$ cat src/rtl/reg_file_sb.sv
// reg_file_sb: multi-ported register file with a per-register busy scoreboard.
// Two combinational read ports (A, B), two write ports (E, M; M wins on the
// same index) and one issue port that marks a destination as pending. Every
// write clears the busy bit of its destination, but an issue to the same
// register on the same edge keeps it set, because a newer producer is now
// outstanding. Optional write-to-read forwarding and a hard-wired zero register.
module reg_file_sb #(
   parameter int DATA_W   = 32,
   parameter int ADDR_W   = 5,
   parameter int ZERO_REG = 1,
   parameter int BYPASS   = 1
) (
   input  logic              clk,
   input  logic              rst_n,
   input  logic [ADDR_W-1:0] d_srcA,
   input  logic [ADDR_W-1:0] d_srcB,
   output logic [DATA_W-1:0] d_rvalA,
   output logic [DATA_W-1:0] d_rvalB,
   output logic              d_busyA,
   output logic              d_busyB,
   input  logic              W_enE,
   input  logic [ADDR_W-1:0] W_dstE,
   input  logic [DATA_W-1:0] W_valE,
   input  logic              W_enM,
   input  logic [ADDR_W-1:0] W_dstM,
   input  logic [DATA_W-1:0] W_valM,
   input  logic              i_en,
   input  logic [ADDR_W-1:0] i_dst
);

   localparam int DEPTH = 2 ** ADDR_W;

   logic [DATA_W-1:0] regFileReg  [DEPTH];
   logic [DATA_W-1:0] regFileNext [DEPTH];
   logic [DEPTH-1:0]  busyReg;
   logic [DEPTH-1:0]  busyNext;

   // Per-register next state: M write overrides E write; an issue beats the
   // clear caused by a write. Register 0 is a constant when ZERO_REG is set.
   for (genvar gi = 0; gi < DEPTH; gi++) begin : gEntry
      if ((ZERO_REG != 0) && (gi == 0)) begin : gZero
         assign regFileNext[gi] = '0;
         assign busyNext[gi]    = 1'b0;
      end else begin : gNormal
         logic wrE;
         logic wrM;
         logic isIssued;
         assign wrE      = W_enE && (W_dstE == ADDR_W'(gi));
         assign wrM      = W_enM && (W_dstM == ADDR_W'(gi));
         assign isIssued = i_en  && (i_dst  == ADDR_W'(gi));
         assign regFileNext[gi] = wrM ? W_valM : (wrE ? W_valE : regFileReg[gi]);
         assign busyNext[gi]    = isIssued ? 1'b1 : ((wrE || wrM) ? 1'b0 : busyReg[gi]);
      end
   end

   // State register: asynchronous clear of all data and busy bits.
   always_ff @(posedge clk or negedge rst_n) begin
      if (!rst_n) begin
         for (int r = 0; r < DEPTH; r++) begin
            regFileReg[r] <= '0;
         end
         busyReg <= '0;
      end else begin
         regFileReg <= regFileNext;
         busyReg    <= busyNext;
      end
   end

   // Read ports share one implementation; index 0 is port A, 1 is port B.
   logic [ADDR_W-1:0] srcIdx [2];
   logic [DATA_W-1:0] rdVal  [2];
   logic              rdBusy [2];

   assign srcIdx[0] = d_srcA;
   assign srcIdx[1] = d_srcB;

   for (genvar gi = 0; gi < 2; gi++) begin : gRead
      logic isZero;
      logic hitE;
      logic hitM;
      assign isZero = (ZERO_REG != 0) && (srcIdx[gi] == '0);
      assign hitE   = (BYPASS != 0) && W_enE && (W_dstE == srcIdx[gi]);
      assign hitM   = (BYPASS != 0) && W_enM && (W_dstM == srcIdx[gi]);

      // Forwarded data takes priority M, then E, then stored value; a
      // forwarded register is no longer waiting, so its busy reads as 0.
      always_comb begin
         rdVal[gi]  = regFileReg[srcIdx[gi]];
         rdBusy[gi] = busyReg[srcIdx[gi]];
         if (isZero) begin
            rdVal[gi]  = '0;
            rdBusy[gi] = 1'b0;
         end else if (hitM) begin
            rdVal[gi]  = W_valM;
            rdBusy[gi] = 1'b0;
         end else if (hitE) begin
            rdVal[gi]  = W_valE;
            rdBusy[gi] = 1'b0;
         end
      end
   end

   assign d_rvalA = rdVal[0];
   assign d_rvalB = rdVal[1];
   assign d_busyA = rdBusy[0];
   assign d_busyB = rdBusy[1];

endmodule

$ cat config.mk
export PLATFORM = sky130hd
export DESIGN_NAME = reg_file_sb
export DESIGN_NICKNAME = d
export VERILOG_FILES = /design/src/rtl/reg_file_sb.sv
export SDC_FILE = /design/constraint.sdc
export NUM_CORES = 2
export LEC_CHECK = 0
export CAP_MARGIN = 15
export CORE_MARGIN = 8
export CORE_UTILIZATION = 39
export DETAILED_ROUTE_END_ITERATION = 8
export PLACE_DENSITY_LB_ADDON = 0.08
export SLEW_MARGIN = 25
export SYNTH_ARGS = -nofsm -noshare
export SYNTH_HDL_FRONTEND = slang
export SYNTH_SLANG_ARGS = --single-unit
$ cat constraint.sdc
create_clock -name clk -period 2.6 [get_ports clk]
set_input_delay 0.39 -clock clk [delete_from_list [all_inputs] [get_ports clk]]
set_output_delay 0.39 -clock clk [all_outputs]
set_load 0.02 [all_outputs]
==> results by group <==
Die
  – Total I/O pin count: 160
  – Die Width: 427 µm
  – Die Area: 183000 µm²
  – Die H: 427 µm
  – Core area: 169000 µm²
  – # rows: 151
  – Starting density of the core: 0.391

Logic synthesis
  – Mean Syn Cell Area: 9.89 µm²
  – Synth warnings: 0
  – Synthesized area: 66000 µm²
  – Synth Instances: 6675
  – Syn Nets: 6769
  – Yosys reg bits: 1023
  – Synth cell types: 57
  – Share of synthesized flip-flops with an asynchronous set or reset: 1.00
  – Post-synth EDFFs: 0
  – Sequential cell area fraction in the yosys report: 0.388
  – Ys flop type: dfrtp_1

Clock tree
  – CTS Sinks: 1023
  – Max clock buf depth: 3
  – CTS tree: built
  – Clock-pin slew on the worst setup and hold paths: 0.06 ns
  – CTS root buffer: clkbuf_16
  – Clk_lat worst skew: 0.78 ns
  – H-tree lvl count: 4
  – Cts bufs inserted: 132

Outcome
  – Failing checks: negative setup slack
  – Status: finished with violations

Final layout
  – Final nets: 7303
  – Most frequent cells in the layout: 1263 x mux2i_1, 1023 x dfrtp_1, 723 x buf_4, 553 x nand2_1, 552 x nor2_1
  – Filler instances: 15124
  – Fin util: 0.515
  – Most common library cell in the layout ignoring fill and taps: mux2i_1
  – Fraction of layout cells with a size suffix above 1: 0.307
  – Area grow syn2layout: 31.7%
  – Fin area: 86900 µm²

Global route
  – Vias in the first global route: 59212
  – Total global routing overflow: 0
  – Gr usage total: 0.359
  – First-pass GRT wire length: 468 mm
  – Largest net degree at the start of global routing: 114
  – M1 GR Usage: 0.458
  – GRT met3 Usage: 0.0703
  – Global routing's busiest layer: met2
  – Antenna violations before repair: 7
  – Grt met2 use: 0.550

Power
  – Maximum VDD drop: 0.730 mV
  – Pleak: 37.7 nW
  – Cell area power density: 700 nW/µm²

STA
  – RSZ-0062 raised after global routing: true
  – Worst slew margin: 0.314
  – Least-Margin Pin Slew: 1.02 ns
  – Max-slew violation count: 0
  – Endpoints failing setup: 66
  – Post-route setup slack: -0.578 ns
  – FMAX: 315 MHz
  – Hold Worst Slack: 0.198 ns
  – Fin crit share: 1.22
  – Final worst path period need: 3.18 ns
  – Hold Fails Final Rpt: 0
  – Setup skew after layout: 0 ns

Worst setup path
  – Crit path kind: reg2out
  – Reg2reg end: regFileReg[543]
  – Critical Path RT: 2.21 ns
  – FF-to-FF Start: regFileReg[543]
  – Critical Path Fanout Max: 2
  – Worst Setup Start Kind: flop
  – FF-to-FF setup slack: 1.63 ns
  – CP Launch Point: busyReg[7]
  – FF-to-FF path depth: 4
  – CP Capture Type: output port
  – Crit path arrival time: 2.79 ns
  – CP endpoint: d_busyA

Drt
  – Routed WL: 338 mm
  – Via density: 6.36
  – Vias: 60594
  – DRC viols: 0
  – Initial detailed-routing violation count: 7376
  – Per-cell routed wire length: 35.5 µm
  – Antenna-violating nets left: 0
  – TritonRoute pass-1 iters: 6

Min path
  – Min-delay worst type: in2async

Placement
  – Port bufs: 159
  – Gpl congestion: 0.962
  – DP Wirelength: 230 mm
  – Post-DP Area: 77700 µm²

Job
  – Max-cap violations: 0
worst min path at each step:
stage / start / endpoint
after floorplan: rst_n / busyReg[10]
final: rst_n / regFileReg[70]
after global placement: rst_n / regFileReg[102]
after global routing: rst_n / regFileReg[8]
after detailed placement: rst_n / regFileReg[166]
after CTS: rst_n / regFileReg[296]
flip-flops by register name (all words and copies together) (netlist names):
signal / flops
busyReg: 31
regFileReg: 992
layout make-up:
| type | instances | area (µm²) | share of cell area |
|---|---|---|---|
| clock buffer | 199 | 3830 | 0.0441 |
| clock inverter | 28 | 337 | 0.00387 |
| timing repair buffer | 1246 | 14000 | 0.161 |
| inverter | 8 | 30.0 | 0.000345 |
| sequential | 1023 | 25600 | 0.294 |
| multi-input combinational | 4798 | 40300 | 0.464 |
| tap | 2218 | 2780 | 0.0319 |
| antenna | 3 | 7.51 | 0.0000863 |
per-stage QoR:
stage	setup slack [ns]	setup TNS (ns)	total power [mW]	instances
2_1_floorplan	-0.0953	-2.66	33.0	6675
3_3_place_gp	-1.40	-67.29	39.7	9176
3_5_place_dp	-1.32	-66.07	40.1	9176
4_1_cts	-0.688	-24.24	60.0	9480
5_1_grt	-0.607	-22.35	63.2	9522
6_report	-0.578	-20.56	60.8	9523
logic make-up (layout without fill, tap and decap cells):
| kind of cell | Yosys count | in the layout | synth area share |
|---|---|---|---|
| AO/OA/AOI/OAI | 1618 | 1618 | 0.144 |
| other | 0 | 3 | 0 |
| multiplexers | 1739 | 1739 | 0.318 |
| buffers and inverters | 854 | 1481 | 0.0579 |
| flip-flops | 1023 | 1023 | 0.388 |
| XOR/XNOR | 20 | 20 | 0.00265 |
| AND/OR/NAND/NOR | 1421 | 1421 | 0.0899 |
worst max-delay path, cell delays in order (launching register included):
cell and delay, ns:
dfrtp_1 0.39, buf_6 0.12, mux4_2 0.49, mux4_2 0.53
a21oi_4 0.22, nor2_4 0.11, buf_6 0.15
power by group:
| group | switching, mW | total [mW] | internal [mW] |
|---|---|---|---|
| sequential | 3.42 | 23.6 | 20.2 |
| clock | 7.77 | 18.4 | 10.7 |
| combinational | 9.02 | 18.8 | 9.81 |
| total | 20.2 | 60.8 | 40.6 |
repair_timing:
item / in CTS / in global routing
resized for setup: 623 / 257
buffers inserted: 97 / 60
hold endpoints to repair: 345 / 0
cloned: 4 / 1
pin swaps: 144 / 107
endpoints found under the setup margin: 66 / 66
hold buffers: 1 / 0
synth_stat cells, types with 81 or more instances:
library cell,count,area share
mux2i_1,1265,0.19
dfrtp_1,1023,0.39
nand2_1,589,0.034
nor2_1,577,0.033
a21oi_1,566,0.043
clkbuf_1,504,0.029
o21ai_0,470,0.036
mux4_2,265,0.090
mux2_2,209,0.036
o22ai_1,196,0.019
buf_2,163,0.012
buf_1,83,0.0047
buf_4,81,0.0092
metal layers:
layer / wire length (µm) / part of all wire / vias up
li1: - / - / 25446
met1: 132000 / 0.39 / 30616
met2: 150000 / 0.44 / 3444
met3: 27900 / 0.083 / 1084
met4: 28000 / 0.083 / 4
met5: 27 / 0.000080 / -
Note: power is estimated with default switching activity, not from simulation.
